<file path="src/rtl/labsim2_pkg.sv">
`default_nettype none
// ============================================================================
// Package : labsim2_pkg
// Brief   : Widths, the inactive output value and the 3-to-8 decode helper
//           shared by the labsim2_3 decoder files.
// Revision: 1.0 - initial release
// ============================================================================
package labsim2_pkg;

   localparam int SEL_W = 3;
   localparam int OUT_W = 8;

   // Output value with no line active, expressed in active-high polarity.
   localparam logic [OUT_W-1:0] OUT_INACTIVE = '0;

   // Active-high one-hot decode: bit 'sel' set, every other bit clear.
   function automatic logic [OUT_W-1:0] decode3to8(input logic [SEL_W-1:0] sel);
      logic [OUT_W-1:0] res;
      res      = '0;
      res[sel] = 1'b1;
      return res;
   endfunction

endpackage : labsim2_pkg
`default_nettype wire

</file>
<file path="src/rtl/labsim2_3_decoder_dec3to8.sv">
`default_nettype none
// ============================================================================
// Module  : dec3to8
// Brief   : Purely combinational 3-to-8 active-high one-hot decoder.
// Revision: 1.0 - initial release
// ============================================================================
module dec3to8
   import labsim2_pkg::*;
(
   input  logic [SEL_W-1:0] sel_i,
   output logic [OUT_W-1:0] onehot_o
);

   // Decode the select code into its one-hot line.
   always_comb begin
      onehot_o = decode3to8(sel_i);
   end

endmodule : dec3to8
`default_nettype wire

</file>
<file path="src/rtl/labsim2_3_decoder.sv">
`default_nettype none
// ============================================================================
// Module  : labsim2_3_decoder
// Brief   : Registered 3-to-8 decoder with selectable output polarity and a
//           synchronous active-low reset that forces all lines inactive.
// Revision: 1.0 - initial release
// ============================================================================
module labsim2_3_decoder
   import labsim2_pkg::*;
#(
   parameter bit ACTIVE_LOW = 1'b0
)(
   input  logic             clk,
   input  logic             rst_n,
   input  logic [SEL_W-1:0] da,
   output logic [OUT_W-1:0] q
);

   logic [OUT_W-1:0] dec_onehot;
   logic [OUT_W-1:0] pol_onehot;
   logic [OUT_W-1:0] inactive_val;
   logic [OUT_W-1:0] q_d;
   logic [OUT_W-1:0] q_q;

   dec3to8 u_dec (
      .sel_i    (da),
      .onehot_o (dec_onehot)
   );

   // Polarity is fixed at elaboration, so the inversion is resolved statically.
   generate
      if (ACTIVE_LOW) begin : g_pol_low
         assign pol_onehot   = ~dec_onehot;
         assign inactive_val = ~OUT_INACTIVE;
      end else begin : g_pol_high
         assign pol_onehot   = dec_onehot;
         assign inactive_val = OUT_INACTIVE;
      end
   endgenerate

   // Next output value: reset wins over the decode.
   always_comb begin
      q_d = pol_onehot;
      if (!rst_n) begin
         q_d = inactive_val;
      end
   end

   // Output register; q comes straight from these flops.
   always_ff @(posedge clk) begin
      q_q <= q_d;
   end

   assign q = q_q;

endmodule : labsim2_3_decoder
`default_nettype wire

</file>
<file path="config.mk">
export PLATFORM = sky130hd
export DESIGN_NAME = labsim2_3_decoder
export DESIGN_NICKNAME = d
export VERILOG_FILES = /design/src/rtl/labsim2_pkg.sv /design/src/rtl/labsim2_3_decoder_dec3to8.sv /design/src/rtl/labsim2_3_decoder.sv
export SDC_FILE = /design/constraint.sdc
export NUM_CORES = 1
export LEC_CHECK = 0
export BUFFER_PORTS_ARGS = -buffer_cell sky130_fd_sc_hd__buf_2
export CORE_AREA = 3 3 40 42
export DETAILED_ROUTE_END_ITERATION = 10
export DIE_AREA = 0 0 43 45
export PLACE_DENSITY = 0.36
export SLEW_MARGIN = 20
export SYNTH_ARGS = -nofsm -noshare
export SYNTH_HDL_FRONTEND = slang
export SYNTH_SLANG_ARGS = --single-unit
export TNS_END_PERCENT = 100
</file>
<file path="constraint.sdc">
create_clock -name clk -period 0.8 [get_ports clk]
set_input_delay 0 -clock clk [delete_from_list [all_inputs] [get_ports clk]]
set_output_delay 0 -clock clk [all_outputs]
set_load 0.01 [all_outputs]
</file>
==> results of run 1 <==
layout by cell type (no fill, tap or decap):
cell type / Yosys / routed
and4_2: 1 / 1
and4b_2: 3 / 3
and4bb_2: 3 / 3
buf_2: 0 / 9
buf_4: 0 / 3
clkbuf_4: 0 / 3
dfxtp_1: 8 / 8
dlygate4sd3_1: 0 / 3
nor4b_2: 1 / 1
through the flow:
step	hold WS [ns]	power, uW	TNS, ns	utilization
floorplan	0.0706	442	0	-
global placement	0.252	475	0	0.261
detailed placement	0.261	478	0	0.261
CTS	0.0798	796	0	0.302
global route	0.0843	839	-0.00429	0.308
finish	0.0848	781	0	0.308
power by group:
group / switching [uW] / leakage [uW] / internal (uW)
Sequential: 1.94 / 0.0000651 / 410
Combinational: 31.2 / 0.000108 / 41.6
Clock: 126 / 0.0000138 / 171
Total: 159 / 0.000187 / 622
final cells by class:
class / instances / area (um^2) / share of cell area
Clock buffer: 3 / 22.5 / 0.0570
Multi-Input combinational cell: 8 / 96.3 / 0.244
Sequential cell: 8 / 160 / 0.405
Tap cell: 15 / 18.8 / 0.0475
Timing Repair Buffer: 15 / 97.6 / 0.247
routing by layer:
metal | part of all wire | vias up | track usage
li1 | - | 104 | -
met1 | 0.37 | 99 | 0.0587
met2 | 0.47 | 13 | 0.0958
met3 | 0.16 | 0 | 0.0757
met4 | 0 | 0 | 0.0361
met5 | 0 | - | 0
worst max path at each step:
stage	start	to	slack (ns)	cells past startpoint
after CTS	da[0]	q[2]	0.02	3
after global routing	da[1]	q[0]	-0.004	3
after global placement	da[0]	q[2]	0.30	2
after floorplan	q[0]	q[0]	0.47	0
after detailed placement	da[0]	q[2]	0.29	2
final	da[1]	q[3]	0.01	3
what timing repair did:
item                                    in CTS  in global routing
setup buffers                                0                  0
hold buffers                                 3                  0
endpoints found under the hold margin        1                  0
endpoints found under the setup margin       0                  5
gates resized for setup                      0                  3
cells by family (layout without fill, tap and decap cells):
logic type,after synthesis,count (layout),synth area share
simple gates,8,8,0.376
flops,8,8,0.624
buf+inv,0,18,0
==> results_dict.tcl, run 1 <==
set metrics [dict create \
    outcome "finished, final reports clean" \
    cts-root-buf "clkbuf_4" \
    wl_um 501 \
    nets 41 \
    rows 13 \
    port_buffers 12 \
    hold_violations 0 \
    fillerInstances 129 \
    synthTopCellsByArea "dfxtp_1 (62%), and4bb_2 (15%), and4b_2 (13%)" \
    synth_top_area_cell "dfxtp_1" \
    critical_path_class "input port to flip-flop" \
    crit_family "buffers and inverters" \
    initial_utilization 0.200 \
    worst_slack_ns 0.0116 \
    synth_most_common_cell "dfxtp_1" \
    hold_path_class "input port to flip-flop" \
    cts_max_level 1 \
    synthDistinctLibCells 5 \
    synth_seq_area_share 0.624 \
    slowest_delay_ns 0.54 \
    antenna_found_initial 0 \
    grt-ovfl-total 0 \
    placedInstanceArea_um2 335 \
    fmax_mhz 1270 \
    path_clk_slew_ns 0.05 \
    die_area_mm2 0.00194 \
    track_usage 0.0678 \
    place.gp.congestion 0.619 \
    p_per_area_mw_per_mm2 1980 \
    cp.required_ns 0.94 \
    dr.pass1.iters 2 \
    slew_violations 0 \
    cap_viol_max_count 0 \
    tritoncts "done" \
    final_cells 49 \
    grt_pass1_wl_um 869 \
    syn_area_um2 256 \
    slowest_stage "dlygate4sd3_1" \
    yosys_warnings 0 \
    synth-main-ff-cell "dfxtp_1" \
    holdPathStages 2 \
    synth-async-reset-ratio 0 \
    crit_chain "dlygate4sd3_1 > buf_4 > and4b_2" \
    drc_errors 0 \
    ir_worst_vdd_mv 0.768 \
    power.leakage_uw 0.000187 \
    syn2layout_area_growth_pct 54.1 \
    mappedNetlistNets 21 \
    worstMarginPinSlew_ns 0.168 \
    place_inst 43 \
    start_kind "input port" \
    drt_iter0_markers 3 \
    synth_top_area_frac 0.624 \
    rsz0062_at_grt "yes" \
    yosys_register_bits 8 \
    worst-endpoint-arrival_ns 0.93 \
    dp_hpwl_um 370 \
    cts_sinks 8 \
    fp.coreArea_mm2 0.00128 \
    period_share 0.985 \
    vias_per_cell 4.41 \
    cts_buffers 3 \
    n_antenna_cell 0 \
    synth_edf_count 0 \
    crit_fanout 8 \
    antenna_left 0 \
    num_vias 216 \
    die_y_um 45 \
    wl_per_cell_um 10.2 \
    grt_pass1_vias 208 \
    crit_buf_inv 2 \
    largest_reg_flops 8 \
    worstHoldEndpoint "q[0]" \
    cp-end-kind "flip-flop" \
    drive_above_1_share 0.676 \
    die_x_um 43 \
    design_area_um2 395 \
    ctsLongestPathBuffers 2 \
    ios 13 \
    grt_max_degree 9 \
    relSlewSlack 0.888 \
    syn_area_per_cell_um2 16.0 \
    synthCells 16 \
    hold_start "rst_n" \
    finalSetupViolations 0 \
    fin_crit_ns 0.788 \
    synthTopCellsByCount "dfxtp_1 (8), and4b_2 (3), and4bb_2 (3)" \
    pre_cts_ws_ns 0.289 \
]
Power figures use the tool's default switching activity.
==> run 2, diff against run 1 <==
Settings changed: ABC_AREA from default to 1, PLACE_DENSITY 0.36 to 0.34.
==> run 2 against run 1 <==
Against the previous run: synthesized cell count is 56% higher; cell count is 12% higher; area after synthesis is 13% lower; sequential power hardly changed; combinational power is 30% lower; die area stayed put; critical path depth is 2 lower.
==> results_dict.tcl, run 2 <==
set metrics [dict create \
    outcome "finished, final reports clean" \
    grt_pass1_vias 175 \
    synth-compound-area-share 0 \
    die_y_um 45 \
    tritoncts "done" \
    synth-xor-area-share 0 \
    tns_ns 0 \
    rows 13 \
    die_area_mm2 0.00194 \
    synthDistinctLibCells 4 \
    synth_seq_area_share 0.715 \
    fillerInstances 147 \
    mappedNetlistNets 30 \
    ctsHoldBuffers 0 \
    fp.coreArea_mm2 0.00128 \
    wl_per_cell_um 7.56 \
    ctsLongestPathBuffers 2 \
    synth_top_area_frac 0.715 \
    cts_buffers 3 \
    antenna_left 0 \
    critical_path_class "flip-flop to output port" \
    synthTopCellsByCount "dfxtp_1 (8), nor2_1 (8), nand2_1 (6)" \
    grt_pass1_wl_um 627 \
    antenna_found_initial 0 \
    largest_reg_flops 8 \
    fmax_mhz 1500 \
    start_kind "flip-flop" \
    cp-end-kind "output port" \
    synth_edf_count 0 \
    drt_iter0_markers 7 \
    fin_crit_ns 0.668 \
    cts_sinks 8 \
    path_clk_slew_ns 0.05 \
    synthCells 25 \
    crit_fanout 1 \
    power.leakage_uw 0.000179 \
    syn_area_um2 224 \
    synthMuxAreaShare 0 \
    grt_max_degree 5 \
    dr.pass1.iters 3 \
    drive_above_1_share 0.375 \
    place.gp.congestion 0.704 \
    synth_top_area_cell "dfxtp_1" \
    crit_family "flip-flops" \
    synth_top_family_by_area "simple AND/OR/NAND/NOR gates" \
    yosys_warnings 0 \
    hold_violations 0 \
    die_x_um 43 \
    cts.repair.resized 0 \
    slew_violations 0 \
    syn_area_per_cell_um2 8.96 \
    cts_max_level 1 \
    synth-main-ff-cell "dfxtp_1" \
    layout_common_cells "buf_2 (12), nor2_1 (8), dfxtp_1 (8)" \
    rsz0062_at_grt "no" \
    yosys_register_bits 8 \
    p_per_area_mw_per_mm2 2350 \
    yosys.area_share.simple 0.235 \
    n_antenna_cell 0 \
    slowest_stage "dfxtp_1" \
    drc_errors 0 \
    relSlewSlack 0.910 \
    slowest_delay_ns 0.29 \
    post_cts_buffers 0 \
    cap_viol_max_count 0 \
    mostFrequentLayoutCell "buf_2" \
    finalSetupViolations 0 \
    port_buffers 12 \
    cts-root-buf "clkbuf_4" \
    synthTopCellsByArea "dfxtp_1 (72%), nor2_1 (13%), nand2_1 (10%)" \
    initial_utilization 0.174 \
    synth-async-reset-ratio 0 \
    whs_ns 0.0175 \
    num_vias 189 \
    grt-ovfl-total 0 \
    nets 47 \
    dp_hpwl_um 345 \
    synth_fa_ha_area_frac 0 \
    crit_chain "buf_2" \
    syn2layout_area_growth_pct 45.3 \
    crit_buf_inv 1 \
    worstMarginPinSlew_ns 0.134 \
    wl_um 416 \
    placedInstanceArea_um2 303 \
    hold_path_class "input port to flip-flop" \
    design_area_um2 325 \
    period_share 0.835 \
    cp.required_ns 0.80 \
    ios 13 \
    ir_worst_vdd_mv 0.545 \
    worst-endpoint-arrival_ns 0.67 \
    vias_per_cell 3.44 \
    track_usage 0.0509 \
]
## run 2: cell type report
cell class	instances	area, um^2	share of cell area
flip-flops and latches	8	160	0.492
well taps	15	18.8	0.0577
inverters	3	11.3	0.0346
clock buffers	3	22.5	0.0692
multi-input cells	14	52.6	0.162
repair buffers	12	60.1	0.185
## run 2: report_power, final
part	total (uW)	leakage, uW	internal (uW)	switching [uW]
Sequential	411	0.0000651	409	1.74
Combinational	50.7	0.0000997	20.6	30.0
Clock	304	0.0000138	171	132
## run 2: routing by layer
metal | track usage | share of wire | up-vias | routed length, um
met3 | 0.0319 | 0.14 | 2 | 58
met2 | 0.0569 | 0.42 | 12 | 174
met1 | 0.0460 | 0.40 | 73 | 167
met4 | 0.0904 | 0.036 | 0 | 15
met5 | 0 | 0 | - | 0
li1 | - | - | 102 | -
## run 2: final timing paths
path	cells after the start	slack, ns	from	to
hold / removal	3	0.02	da[2]	q[5]
setup / recovery	1	0.13	q[4]	q[4]
## run 2: cell families (layout without fill, tap and decap cells)
logic type	Yosys count	after routing
buffers and inverters	3	18
DFF	8	8
and+or+nand+nor	14	14
## run 2: per-stage QoR
stage	power, uW	util	setup slack (ns)	std cells
floorplan	445	-	0.469	25
global placement	471	0.236	0.383	52
detailed placement	472	0.236	0.384	52
CTS	777	0.253	0.119	55
global route	800	0.253	0.0885	55
finish	766	0.253	0.132	55
